**config.mk**
```make
export PLATFORM = sky130hd
export DESIGN_NAME = instruction_fetch_sequencer
export DESIGN_NICKNAME = d
export VERILOG_FILES = /design/src/rtl/cpu_pkg.sv /design/src/rtl/fetch_timeout_counter.sv /design/src/rtl/instruction_fetch_sequencer.sv
export SDC_FILE = /design/constraint.sdc
export NUM_CORES = 1
export LEC_CHECK = 0
export CAP_MARGIN = 20
export CORE_ASPECT_RATIO = 0.9
export CORE_MARGIN = 2
export CORE_UTILIZATION = 35
export DETAILED_ROUTE_END_ITERATION = 7
export GPL_TIMING_DRIVEN = 1
export PLACE_DENSITY = 0.71
export REMOVE_ABC_BUFFERS = 1
export SLEW_MARGIN = 20
export SYNTH_ARGS = -nofsm -noshare
export SYNTH_HDL_FRONTEND = slang
export SYNTH_SLANG_ARGS = --single-unit
```
**constraint.sdc**
```tcl
create_clock -name clk -period 1.6 [get_ports clk]
set_input_delay 0.16 -clock clk [delete_from_list [all_inputs] [get_ports clk]]
set_output_delay 0.16 -clock clk [all_outputs]
set_load 0.02 [all_outputs]
```
**src/rtl/cpu_pkg.sv**
```systemverilog
// rtl/cpu_pkg.sv - shared phase encoding and opcode constants for the fetch/decode pipeline
package cpu_pkg;

  localparam int INSTR_W = 16;

  localparam logic [1:0] OP_ALU   = 2'b11;
  localparam logic [3:0] FUNC_HLT = 4'b1111;

  typedef enum logic [2:0] {
    ST_STOP   = 3'd0,
    ST_FETCH  = 3'd1,
    ST_DECODE = 3'd2,
    ST_EXEC   = 3'd3,
    ST_MEM    = 3'd4,
    ST_WB     = 3'd5
  } phase_e;

  // HLT is an ALU-class opcode with the all-ones function field
  function automatic logic is_hlt(input logic [INSTR_W-1:0] word);
    return (word[15:14] == OP_ALU) && (word[7:4] == FUNC_HLT);
  endfunction

endpackage

```
**src/rtl/fetch_timeout_counter.sv**
```systemverilog
// rtl/fetch_timeout_counter.sv - wait-cycle counter for an outstanding instruction fetch
module fetch_timeout_counter #(
  parameter int TIMEOUT = 15
) (
  input  logic clk,
  input  logic rst_n,
  input  logic clear,
  input  logic enable,
  output logic tc
);

  localparam logic [7:0] TC_VAL = 8'(TIMEOUT);

  logic [7:0] cnt_q;
  logic [7:0] cnt_d;

  // Terminal count is asserted while the counter sits at TIMEOUT
  assign tc = (cnt_q == TC_VAL);

  // Clear wins over enable; the counter saturates at terminal count
  always_comb begin
    cnt_d = cnt_q;
    if (clear) begin
      cnt_d = 8'd0;
    end else if (enable && !tc) begin
      cnt_d = cnt_q + 8'd1;
    end
  end

  // Counter register
  always_ff @(posedge clk or negedge rst_n) begin
    if (!rst_n) begin
      cnt_q <= 8'd0;
    end else begin
      cnt_q <= cnt_d;
    end
  end

endmodule

```
**src/rtl/instruction_fetch_sequencer.sv**
```systemverilog
// rtl/instruction_fetch_sequencer.sv - PC, instruction register and five-phase sequencer
module instruction_fetch_sequencer
  import cpu_pkg::*;
#(
  parameter int                ADDR_W   = 16,
  parameter logic [ADDR_W-1:0] RESET_PC = '0,
  parameter int                TIMEOUT  = 15
) (
  input  logic               clk,
  input  logic               rst_n,
  input  logic               start,
  output logic               imem_req,
  output logic [ADDR_W-1:0]  imem_addr,
  input  logic [INSTR_W-1:0] imem_rdata,
  input  logic               imem_ack,
  input  logic               br_taken,
  input  logic [ADDR_W-1:0]  br_target,
  output logic [INSTR_W-1:0] op,
  output logic [ADDR_W-1:0]  pc,
  output logic               p1,
  output logic               p2,
  output logic               p3,
  output logic               p4,
  output logic               p5,
  output logic               halted,
  output logic               fault
);

  logic [1:0]         rst_sync_q;
  logic               rst_int_n;

  phase_e             state_q, state_d;
  logic [ADDR_W-1:0]  pc_q, pc_d;
  logic [INSTR_W-1:0] op_q, op_d;
  logic               req_q, req_d;
  logic               halted_q, halted_d;
  logic               fault_q, fault_d;

  logic               tmo_clear;
  logic               tmo_en;
  logic               tmo_tc;

  // Reset asserts immediately, releases two clocks after rst_n rises
  always_ff @(posedge clk or negedge rst_n) begin
    if (!rst_n) begin
      rst_sync_q <= 2'b00;
    end else begin
      rst_sync_q <= {rst_sync_q[0], 1'b1};
    end
  end

  assign rst_int_n = rst_sync_q[1];

  // Counter runs only while a fetch is waiting; it restarts on ack or on leaving FETCH
  assign tmo_en    = (state_q == ST_FETCH);
  assign tmo_clear = (state_q != ST_FETCH) || imem_ack || tmo_tc;

  fetch_timeout_counter #(
    .TIMEOUT (TIMEOUT)
  ) u_tmo (
    .clk    (clk),
    .rst_n  (rst_int_n),
    .clear  (tmo_clear),
    .enable (tmo_en),
    .tc     (tmo_tc)
  );

  // Next-state logic for the phase sequencer, PC, IR and status flags
  always_comb begin
    state_d  = state_q;
    pc_d     = pc_q;
    op_d     = op_q;
    halted_d = halted_q;
    fault_d  = fault_q;
    case (state_q)
      ST_STOP: begin
        if (start) begin
          state_d  = ST_FETCH;
          pc_d     = RESET_PC;
          fault_d  = 1'b0;
          halted_d = 1'b0;
        end
      end
      ST_FETCH: begin
        // An ack on the terminal-count cycle still completes the fetch
        if (imem_ack) begin
          op_d    = imem_rdata;
          pc_d    = pc_q + 1'b1;
          state_d = ST_DECODE;
        end else if (tmo_tc) begin
          fault_d  = 1'b1;
          halted_d = 1'b1;
          state_d  = ST_STOP;
        end
      end
      ST_DECODE: begin
        if (is_hlt(op_q)) begin
          halted_d = 1'b1;
          state_d  = ST_STOP;
        end else begin
          state_d = ST_EXEC;
        end
      end
      ST_EXEC: state_d = ST_MEM;
      ST_MEM:  state_d = ST_WB;
      ST_WB: begin
        if (br_taken) begin
          pc_d = br_target;
        end
        state_d = ST_FETCH;
      end
      default: state_d = ST_STOP;
    endcase
    // Request is registered so it rises with FETCH and falls the cycle after ack
    req_d = (state_d == ST_FETCH);
  end

  // Sequencer state registers
  always_ff @(posedge clk or negedge rst_int_n) begin
    if (!rst_int_n) begin
      state_q  <= ST_STOP;
      pc_q     <= RESET_PC;
      op_q     <= '0;
      req_q    <= 1'b0;
      halted_q <= 1'b0;
      fault_q  <= 1'b0;
    end else begin
      state_q  <= state_d;
      pc_q     <= pc_d;
      op_q     <= op_d;
      req_q    <= req_d;
      halted_q <= halted_d;
      fault_q  <= fault_d;
    end
  end

  assign imem_req  = req_q;
  assign imem_addr = pc_q;
  assign op        = op_q;
  assign pc        = pc_q;
  assign halted    = halted_q;
  assign fault     = fault_q;

  assign p1 = (state_q == ST_FETCH);
  assign p2 = (state_q == ST_DECODE);
  assign p3 = (state_q == ST_EXEC);
  assign p4 = (state_q == ST_MEM);
  assign p5 = (state_q == ST_WB);

endmodule

```
# Word level (Yosys, flattened, before mapping)

Cells that the tools add are included.
W data, S select, Z words.

Equal/unequal tests: 16
Muxes and demuxes: 17
Shifts and indexed selects: 0
Divide/modulo/power cells: 0
Reduce and logical (&&, ||, !) cells: 14
Multiply operators: 0
Bitwise gates (word level): 0
$lt $le $gt $ge: 0
$add $sub $neg: 2

Operators by type and width:

| operator                | number |
|---|---|
| $mux W16                | 3 |
| $pmux W16 S3            | 1 |
| $pmux W3 S6             | 1 |
| $add A16 B1 Y16 const B | 1 |
| $mux W8                 | 2 |
| $ne A2 B2 Y1 const B    | 5 |
| $mux W3                 | 3 |
| $add A8 B1 Y8 const B   | 1 |
| $eq A8 B4 Y1 const B    | 1 |
| $reduce_and A4 Y1       | 2 |
| $eq A3 B1 Y1 const B    | 2 |
| $eq A3 B2 Y1 const B    | 2 |
| $eq A3 B3 Y1 const B    | 2 |
| $reduce_bool A3 Y1      | 2 |
| $reduce_and A5 Y1       | 1 |
| $eq A4 B4 Y1 const B    | 1 |
| $mux W1                 | 4 |
| $reduce_bool A2 Y1      | 2 |
| $logic_not A3 Y1        | 1 |
| $ne A3 B1 Y1 const B    | 1 |
| $pmux W1 S3             | 1 |
| $eq A2 B2 Y1 const B    | 1 |
| $logic_and A1 B1 Y1     | 2 |
| $logic_or A1 B1 Y1      | 2 |
| other kinds (5)         | 5 |

Output and inout port bits: 56
Bits in read-only memories: 0
Bits in writable memories: 0
Memories kept: 0
Bits in latches: 0
Register bits: 48
Input port bits: 37
Word-level logic and storage cells: 57

# Depth between registers and ports, before layout

Gate-level depths: netlist of the first run.

Depth in word-level cells: 5
Depth in mapped cells: 9
Mapped depth without buffers: 5

# By module

From an unflattened synthesis of the first run, not the netlist that was laid out.

Cells, all modules: 261
Area total of the unflattened synthesis: 2622.5 µm²

By module, submodules not included:

| module                      | times used | cells an instance | area an instance (µm²) |
|---|---|---|---|
| instruction_fetch_sequencer | 1          | 218               | 2180.8 |
| fetch_timeout_counter       | 1          | 43                | 441.7 |

# Least setup slack after synthesis of the first run

OpenSTA, ideal clock, no wires.

Path type: reg2reg
Start: register state_q[1]
End: register op_q[10] (netlist: op[10])
Setup slack: -420 ps
Setup time: 125 ps
Arrival time: 1895 ps
Cell stages (with the launch flop): 9
Data required time: 1475 ps
Path through: dfrtp_1 buf_6 or3b_1 buf_2 inv_2 and2_1 buf_4 buf_4 mux2_2

Word-level cells in the longest chain between the ends: 2

Ends and longest elaborated chain:

| item                               | RTL line                           | RTL |
|---|---|---|
| start: declaration                 | instruction_fetch_sequencer.sv:32  | `phase_e state_q, state_d;` |
| start signal: assignment           | instruction_fetch_sequencer.sv:128 | `state_q <= state_d;` |
| $eq A3 B1 Y1                       | n/a                                |  |
| named net p1                       | instruction_fetch_sequencer.sv:20  | `output logic p1,` |
| $reduce_and A2 Y1 (no source line) | n/a                                |  |
| end signal: assignment             | instruction_fetch_sequencer.sv:130 | `op_q <= op_d;` |
| end: declaration                   | instruction_fetch_sequencer.sv:34  | `logic [INSTR_W-1:0] op_q, op_d;` |

The timed path passes the listed nets, and every way through them passes these cells.
A chain may end at the register's enable or synchronous reset.

# Worst setup path in the final report of the first run

Start: register pc_q[1] (netlist: imem_addr[1])
End: register pc_q[15] (netlist: imem_addr[15])

Word-level cells in the longest chain between the ends: 3

Ends and longest elaborated chain:

| item                     | RTL line                           | RTL |
|---|---|---|
| start: declaration       | instruction_fetch_sequencer.sv:33  | `logic [ADDR_W-1:0] pc_q, pc_d;` |
| start signal: assignment | instruction_fetch_sequencer.sv:129 | `pc_q <= pc_d;` |
| $add A16 B1 Y16          | instruction_fetch_sequencer.sv:88  | `pc_d = pc_q + 1'b1;` |
| $mux W16                 | instruction_fetch_sequencer.sv:86  | `if (imem_ack) begin` |
| $pmux W16 S3             | instruction_fetch_sequencer.sv:75  | `case (state_q)` |

No other way between the ends. The select of a mux whose other input is x is not followed.

==> impl_metrics.env, run 1 <==
export IMPL_outcome="complete, but fails checks"
export IMPL_violations="negative setup slack"
export IMPL_grt_pass1_vias=2507
export IMPL_fmax_ghz=0.588
export IMPL_critPathKind="reg -> reg"
export IMPL_grtUsageTotal_pct=17.9
export IMPL_critPathArrivalTime_ns=1.89
export IMPL_cts_tree="built"
export IMPL_fin_crit_ns=1.70
export IMPL_core_sq_mm=0.00715
export IMPL_skew_ns=0.00564
export IMPL_drtIter0Drc=236
export IMPL_synth_top_flop_cell="dfrtp_1"
export IMPL_setup_violations_final=25
export IMPL_synthArstFlopShare_pct=100
export IMPL_antenna_found_initial=0
export IMPL_clk_pin_slew_ns=0.09
export IMPL_cp_endpoint="imem_addr[15]"
export IMPL_antenna_cells=0
export IMPL_power_switching_mw=2.94
export IMPL_final_util_pct=60.6
export IMPL_vdd_drop_max_uv=1170
export IMPL_dp_hpwl_um=5180
export IMPL_die_w_um=95.1
export IMPL_num_rows=29
export IMPL_min_path_type="in -> async"
export IMPL_ant_nets=0
export IMPL_area_growth_pct=65.6
export IMPL_wl_per_cell_um=17.3
export IMPL_synth_area_per_cell_sq_um=9.79
export IMPL_cp_start_kind="flip-flop"
export IMPL_period_share_pct=106
export IMPL_swShare_pct=39.8
export IMPL_clkPwrFrac_pct=11.7
export IMPL_place_congestion=0.829
export IMPL_layout_nets=432
export IMPL_final_cells=487
export IMPL_drv_cap=0
export IMPL_r2r_end="imem_addr[15]"
export IMPL_p_comb_share_pct=62.7
export IMPL_finalHoldViolations=0
export IMPL_synth_seq_cells=48
export IMPL_die_h_um=86.0
export IMPL_path_max_fanout=4
export IMPL_yosys_warnings=0
export IMPL_rr_startpoint="imem_addr[1]"
export IMPL_pwr_density_cell_mw_per_mm2=1700
export IMPL_clock_latency_ns=0.29
export IMPL_drive_gt1_share_pct=31.2
export IMPL_synth_edff_count=0
export IMPL_drc=0
export IMPL_seq_power_share_pct=25.7
export IMPL_p_int_mw=4.44
export IMPL_setup_worst_path_start="imem_addr[1]"
export IMPL_required_ns=1.79
export IMPL_first_pass_iters=5
export IMPL_ctsRootBufferMaster="clkbuf_8"
export IMPL_worst_slack_ns=-0.101
export IMPL_htreeDepth=2
export IMPL_initial_core_util_pct=36.6
export IMPL_port_buffers=92
export IMPL_cts_made_buffers=5
export IMPL_vias=2654
export IMPL_io_pins=93
export IMPL_overflow=0
export IMPL_ff2ff_path_depth=4
export IMPL_yosysSeqAreaShare_pct=46.0
export IMPL_slew_viol_final=0
export IMPL_routed_wl_um=8440
export IMPL_dieArea_sq_mm=0.00818
export IMPL_grt_pass1_wl_um=11800
export IMPL_rsz0062_at_grt="true"
export IMPL_clk_path_buf_depth=2
export IMPL_syn_instance_count=267
export IMPL_synth_cell_types=47
export IMPL_cts_sinks=48
export IMPL_r2r_slack_ns=-0.10
export IMPL_synth_area_sq_mm=0.00261
export IMPL_grt_max_degree=35
export IMPL_vias_per_cell=5.45
export IMPL_dpl_cell_count=460
export IMPL_endpoint_kind="flip-flop"
export IMPL_p_leak_nw=2.16
[cells in the final DEF, fill, tap and decap left out, types with 4 or more instances in the layout]
master / instances
and2_1: 5
a21oi_1: 7
dlygate4sd2_1: 14
nand4_1: 8
buf_6: 7
and3_1: 4
mux2_4: 17
o31ai_2: 4
clkdlybuf4s50_1: 60
clkbuf_16: 4
nor2_1: 17
o21ai_1: 5
a31oi_1: 5
buf_4: 51
o31ai_1: 11
clkbuf_8: 5
nand2_1: 22
dfrtp_1: 47
a211o_1: 6
o21ai_0: 4
dlymetal6s2s_1: 13
[area by class of cell]
cell class | instances | area (sq um)
clock buffer | 6 | 72.6
clock inverter | 2 | 35.0
fill | 578 | 2820
inverter | 5 | 18.8
multi-input combinational | 180 | 1370
sequential | 48 | 1200
tap | 93 | 116
timing repair buffer | 153 | 1510
[power groups by stage]
| stage | registers (mW) | clock network [mW] | logic (mW) |
|---|---|---|---|
| finish | 1.90 | 0.860 | 4.63 |
| CTS | 1.86 | 0.888 | 3.90 |
| global placement | 1.87 | 0 | 3.71 |
| floorplan | 2.64 | 0 | 1.03 |
| global route | 1.95 | 0.939 | 4.89 |
| detailed placement | 1.88 | 0 | 3.75 |
[cells by family after synthesis]
kind of cell,share of synthesized area [%]
AOI/OAI and AO/OA,16.6
xor gates and xnor gates,2.01
adders and majority gates,0.957
buffers and inverters,8.90
DFF,46.0
muxes,8.09
other,0.143
and+or+nand+nor,17.4
[worst max-delay path, cell delays in order, from the launching register on]
cell and delay [ns]:
dfrtp_1 0.44, nand3_2 0.13, or4_4 0.55, a211o_1 0.30, a22o_1 0.17
[routing by layer]
metal	GRT usage, %	wire [um]	vias to the layer above
met2	28.7	4000	135
met4	4.35	183	0
met5	0	0	-
met3	4.75	687	20
met1	24.3	3570	1295
li1	-	-	1204
[cells in the mapped netlist (2+ instances only)]
library cell,count,area share (%)
clkbuf_1,11,1.6
xnor2_1,3,1.0
a22o_1,2,0.67
buf_2,3,0.57
and2_1,6,1.4
a21oi_1,8,1.5
buf_4,19,5.5
a211o_1,6,2.0
o211ai_1,2,0.57
or3_1,4,0.96
or4_1,4,1.1
mux2_2,17,7.3
nor2b_1,2,0.48
o21ai_0,10,1.9
and4_1,2,0.67
mux2i_1,2,0.77
or2_2,2,0.48
nor3_1,3,0.57
and3_1,6,1.4
a31oi_1,5,1.2
nand3_1,5,0.96
ha_1,2,0.96
nand4_1,8,1.9
o221ai_1,2,0.67
a21o_1,2,0.57
inv_1,4,0.57
o31ai_1,15,4.3
nor2_1,21,3.0
o21a_1,2,0.57
nand2_1,22,3.2
dfrtp_1,48,46
xor2_1,3,1.0
a32oi_1,2,0.67
[worst min-delay path by stage]
stage	slack (ns)	cells after the start	end
5_1_grt	0.007	1	rst_sync_q[1]
4_1_cts	0.007	1	rst_sync_q[0]
3_3_place_gp	0.26	1	op[14]
3_5_place_dp	0.27	1	op[14]
6_report	0.02	1	rst_sync_q[0]
2_1_floorplan	-0.14	0	rst_sync_q[0]
[metrics by stage]
step	TNS (ns)	setup slack [ns]	cell area, sq um	power, mW	hold WS [ns]
finish	-1.89	-0.101	4330	7.38	0.0172
global placement	-6.93	-0.253	3790	5.58	0.257
detailed placement	-7.93	-0.276	3790	5.63	0.265
CTS	-2.00	-0.121	3980	6.65	0.00666
global route	-3.57	-0.164	4330	7.77	0.00702
floorplan	-29.65	-0.995	2400	3.67	-0.136
[state kept, by name (all words and copies together) (netlist names)]
name         flops
fault            1
halted           1
imem_addr       16
imem_req         1
op              16
rst_sync_q       2
state_q          3
u_tmo.cnt_q      8
[timing repair]
| action | in CTS | in global routing |
|---|---|---|
| hold buffers | 0 | 0 |
| cloned | 0 | 6 |
| setup buffers | 4 | 10 |
| gates resized for setup | 57 | 61 |
| endpoints found under the setup margin | 59 | 57 |
| pin swaps | 15 | 15 |
| endpoints found under the hold margin | 0 | 0 |
Power figures use the tool's default switching activity.
==> run 2: changes to the inputs <==
- RECOVER_POWER: default -> 100
==> impl_metrics.env, run 2 (synthesis gave the netlist of run 1 again) <==
export IMPL_outcome="complete, but fails checks"
export IMPL_violations="negative setup slack"
export IMPL_required_ns=1.79
export IMPL_cts_made_buffers=5
export IMPL_period_share_pct=106
export IMPL_grt_pass1_vias=2507
export IMPL_overflow=0
export IMPL_port_buffers=92
export IMPL_ff2ff_path_depth=5
export IMPL_nFillCells=626
export IMPL_worst_slack_ns=-0.0976
export IMPL_path_buf_inv=2
export IMPL_fin_tns_setup_ns=-1.93
export IMPL_final_util_pct=58.5
export IMPL_wl_per_cell_um=17.2
export IMPL_clock_latency_ns=0.29
export IMPL_max_stage_delay_ns=0.46
export IMPL_critPathSlowestCell="or3b_4"
export IMPL_clk_path_buf_depth=2
export IMPL_grt_pass1_wl_um=11800
export IMPL_die_h_um=86.0
export IMPL_io_pins=93
export IMPL_crit_family="simple AND/OR/NAND/NOR gates"
export IMPL_ant_nets=0
export IMPL_cp_start_kind="flip-flop"
export IMPL_rsz0062_at_grt="true"
export IMPL_grt_max_degree=35
export IMPL_placed_area_sq_mm=0.00379
export IMPL_cts_tree="built"
export IMPL_area_growth_pct=60.0
export IMPL_antenna_cells=0
export IMPL_vias=2608
export IMPL_fmax_ghz=0.589
export IMPL_fin_crit_ns=1.70
export IMPL_vdd_drop_max_uv=1110
export IMPL_core_sq_mm=0.00715
export IMPL_relSlewSlack_pct=58.5
export IMPL_power_total_mw=7.14
export IMPL_path_max_fanout=8
export IMPL_cts_hold_fix_buffers=0
export IMPL_place_congestion=0.829
export IMPL_vias_per_cell=5.36
export IMPL_critPathArrivalTime_ns=1.88
export IMPL_min_path_type="in -> async"
export IMPL_setup_violations_final=29
export IMPL_htreeDepth=2
export IMPL_layout_common_cells="47 x dfrtp_1, 42 x clkdlybuf4s50_1, 40 x buf_4"
export IMPL_dieArea_sq_mm=0.00818
export IMPL_routed_wl_um=8380
export IMPL_slew_viol_final=0
export IMPL_critPathKind="reg -> reg"
export IMPL_num_rows=29
export IMPL_ctsRootBufferMaster="clkbuf_8"
export IMPL_first_pass_iters=4
export IMPL_layout_nets=432
export IMPL_antenna_found_initial=0
export IMPL_drv_cap=0
export IMPL_skew_ns=0.00532
export IMPL_dp_hpwl_um=5180
export IMPL_grtUsageTotal_pct=17.9
export IMPL_cts_sinks=48
export IMPL_pwr_density_cell_mw_per_mm2=1710
export IMPL_final_cell_area_sq_mm=0.00418
export IMPL_path_cells="or3b_4 > inv_2 > and2_4 > clkbuf_16 > mux2_4"
export IMPL_tightest_slew_ns=0.622
export IMPL_drc=0
export IMPL_p_leak_nw=1.88
export IMPL_worst_hold_slack_ns=0.0856
export IMPL_worstSetupPathDepth=5
export IMPL_clk_pin_slew_ns=0.09
export IMPL_die_w_um=95.1
export IMPL_initial_core_util_pct=36.6
export IMPL_drive_gt1_share_pct=29.9
export IMPL_drtIter0Drc=216
export IMPL_layout_commonest_cell="dfrtp_1"
export IMPL_endpoint_kind="flip-flop"
export IMPL_finalHoldViolations=0
## run 2: where the power goes
group | internal [mW] | switching [mW] | leakage, nW | total (mW)
Combinational | 2.15 | 2.25 | 1.21 | 4.40
Sequential | 1.61 | 0.273 | 0.619 | 1.88
Clock | 0.464 | 0.395 | 0.0552 | 0.859
## run 2: final cells by class
type	count	area [sq um]	area share, %
clock inverters	2	35.0	0.838
well taps	93	116	2.78
flip-flops and latches	48	1200	28.8
multi-input cells	180	1370	32.7
inverters	5	18.8	0.449
clock buffers	6	72.6	1.74
repair buffers	153	1370	32.7
## run 2: path summary, 6_finish.rpt
| kind | from | endpoint | slack, ns |
|---|---|---|---|
| min in group clk | rst_sync_q[0] | rst_sync_q[1] | 0.36 |
| setup / recovery | state_q[1] | op[0] | -0.1 |
| max in group asynchronous | rst_sync_q[1] | state_q[1] | 0.82 |
| setup reg to reg | state_q[1] | op[0] | -0.1 |
| hold / removal | rst_n | rst_sync_q[0] | 0.09 |
| hold reg to reg | rst_sync_q[1] | op[14] | 0.34 |
## run 2: stage by stage
stage,setup WS [ns],instances
after floorplan,-0.995,232
after global placement,-0.253,460
after detailed placement,-0.276,460
after CTS,-0.121,472
after global routing,-0.164,487
final,-0.0976,487
## run 2: what timing repair did
item                       in CTS  in global routing
pin swaps                      15                 15
gates resized for setup        57                 61
buffers inserted                4                 10
setup endpoints to repair      59                 57
gates cloned                    0                  6
## run 2: worst reg2reg max path, delay by kind of cell, from the launching register on
kind                   cells  cell delay [ns]
buffers and inverters      2             0.26
flip-flops                 1             0.39
multiplexers               1             0.30
AND/OR/NAND/NOR            2             0.64
## run 2: per-layer routing
| metal | wire length, um | track usage [%] | vias to the layer above | share of wire (%) |
|---|---|---|---|---|
| li1 | - | - | 1210 | - |
| met1 | 3630 | 24.3 | 1283 | 43 |
| met2 | 4000 | 28.7 | 102 | 48 |
| met3 | 607 | 4.75 | 13 | 7.2 |
| met4 | 140 | 4.35 | 0 | 1.7 |
| met5 | 0 | 0 | - | 0 |
==> run 3: changes to the inputs <==
- HOLD_SLACK_MARGIN: default -> 0.02
==> impl_metrics.env, run 3 (synthesis gave the netlist of run 1 again) <==
export IMPL_clock_latency_ns=0.29
export IMPL_dieArea_sq_mm=0.00818
export IMPL_antenna_found_initial=0
export IMPL_min_path_type="reg -> async"
export IMPL_htreeDepth=2
export IMPL_max_stage_delay_ns=0.46
export IMPL_swShare_pct=41.0
export IMPL_p_int_mw=4.22
export IMPL_rsz0062_at_grt="true"
export IMPL_path_buf_inv=2
export IMPL_clk_path_buf_depth=2
export IMPL_final_cell_area_sq_mm=0.00419
export IMPL_m1WireLength_um=3600
export IMPL_seq_power_share_pct=26.3
export IMPL_antenna_cells=0
export IMPL_grt_pass1_vias=2507
export IMPL_worst_slack_ns=-0.0991
export IMPL_cts_made_buffers=5
export IMPL_wl_met3_um=628
export IMPL_first_pass_iters=4
export IMPL_overflow=0
export IMPL_pwr_density_cell_mw_per_mm2=1710
export IMPL_cts_tree="built"
export IMPL_die_w_um=95.1
export IMPL_required_ns=1.79
export IMPL_placed_area_sq_mm=0.00379
export IMPL_place_congestion=0.829
export IMPL_skew_ns=0.00594
export IMPL_drive_gt1_share_pct=29.9
export IMPL_grt_max_degree=35
export IMPL_ctsRootBufferMaster="clkbuf_8"
export IMPL_relSlewSlack_pct=58.2
export IMPL_p_comb_share_pct=61.6
export IMPL_top_layer="met4"
export IMPL_endpoint_kind="flip-flop"
export IMPL_grt_pass1_wl_um=11800
export IMPL_critPathKind="reg -> reg"
export IMPL_period_share_pct=106
export IMPL_vias_per_cell=5.40
export IMPL_fin_crit_ns=1.70
export IMPL_layout_commonest_cell="dfrtp_1"
export IMPL_critPathArrivalTime_ns=1.89
export IMPL_clk_pin_slew_ns=0.09
export IMPL_cts_sinks=48
export IMPL_finalHoldViolations=0
export IMPL_wl_per_cell_um=17.3
export IMPL_vias=2633
export IMPL_drc=0
export IMPL_port_buffers=92
export IMPL_nFillCells=623
export IMPL_p_leak_nw=1.89
export IMPL_vdd_drop_max_uv=1270
export IMPL_layout_common_cells="47 x dfrtp_1, 42 x clkdlybuf4s50_1, 40 x buf_4"
export IMPL_crit_family="simple AND/OR/NAND/NOR gates"
export IMPL_drv_cap=0
export IMPL_worst_hold_slack_ns=0.346
export IMPL_layout_nets=433
export IMPL_clkPwrFrac_pct=12.0
export IMPL_tightest_slew_ns=0.626
export IMPL_routed_wl_um=8430
export IMPL_io_pins=93
export IMPL_num_rows=29
export IMPL_cp_start_kind="flip-flop"
export IMPL_area_growth_pct=60.4
export IMPL_fmax_ghz=0.589
export IMPL_route_met2_wl_um=4070
export IMPL_critPathSlowestCell="or3b_4"
export IMPL_core_sq_mm=0.00715
export IMPL_outcome="complete, but fails checks"
export IMPL_dp_slack_ns=-0.276
export IMPL_grtUsageTotal_pct=17.9
export IMPL_path_cells="or3b_4 > inv_2 > and2_4 > clkbuf_16 > mux2_4"
export IMPL_setup_violations_final=27
export IMPL_die_h_um=86.0
export IMPL_drtIter0Drc=212
export IMPL_violations="negative setup slack"
export IMPL_ant_nets=0
export IMPL_dp_hpwl_um=5180
export IMPL_slew_viol_final=0
export IMPL_power_switching_mw=2.94
export IMPL_initial_core_util_pct=36.6
export IMPL_path_max_fanout=8
==> run 3: stage by stage <==
stage | instances | total power [mW] | utilization (%) | TNS [ns]
floorplan | 232 | 3.67 | - | -29.65
global placement | 460 | 5.58 | 53.0 | -6.93
detailed placement | 460 | 5.63 | 53.0 | -7.93
CTS | 473 | 6.65 | 55.8 | -2.00
global route | 488 | 7.54 | 58.6 | -4.32
finish | 488 | 7.16 | 58.6 | -2.06
==> run 3: layer usage <==
| metal | global-route usage [%] | up-vias |
|---|---|---|
| li1 | - | 1208 |
| met1 | 24.3 | 1302 |
| met2 | 28.7 | 110 |
| met3 | 4.75 | 13 |
| met4 | 4.35 | 0 |
| met5 | 0 | - |
==> run 3: path summary, 6_finish.rpt <==
check	from	to	slack [ns]	depth (start not counted)
setup / recovery	state_q[1]	op[13]	-0.1	5
hold / removal	rst_sync_q[1]	op[14]	0.35	1
setup reg to reg	state_q[1]	op[13]	-0.1	5
hold reg to reg	rst_sync_q[1]	op[14]	0.35	1
max in group asynchronous	rst_sync_q[1]	imem_addr[2]	0.81	1
min in group clk	rst_sync_q[0]	rst_sync_q[1]	0.36	0
==> run 3: final cells by class <==
| type | instances | area [sq um] | area share [%] |
|---|---|---|---|
| Tap cell | 93 | 116 | 2.78 |
| Sequential cell | 48 | 1200 | 28.7 |
| Multi-Input combinational cell | 180 | 1370 | 32.6 |
| Timing Repair Buffer | 154 | 1380 | 32.9 |
| Inverter | 5 | 18.8 | 0.448 |
| Clock inverter | 2 | 35.0 | 0.836 |
| Clock buffer | 6 | 72.6 | 1.73 |
==> run 3: power groups by stage <==
stage / clock [mW] / sequential [mW] / combinational, mW
after global routing: 0.939 / 1.94 / 4.67
after global placement: 0 / 1.87 / 3.71
after CTS: 0.888 / 1.86 / 3.90
after detailed placement: 0 / 1.88 / 3.75
after floorplan: 0 / 2.64 / 1.03
final: 0.862 / 1.88 / 4.41
==> run 3: timing repair <==
item	in CTS	in global routing
pin swaps	15	15
resized for setup	57	61
cloned	0	6
hold buffers	1	0
endpoints found under the setup margin	59	57
hold endpoints to repair	2	0
setup buffers	4	10
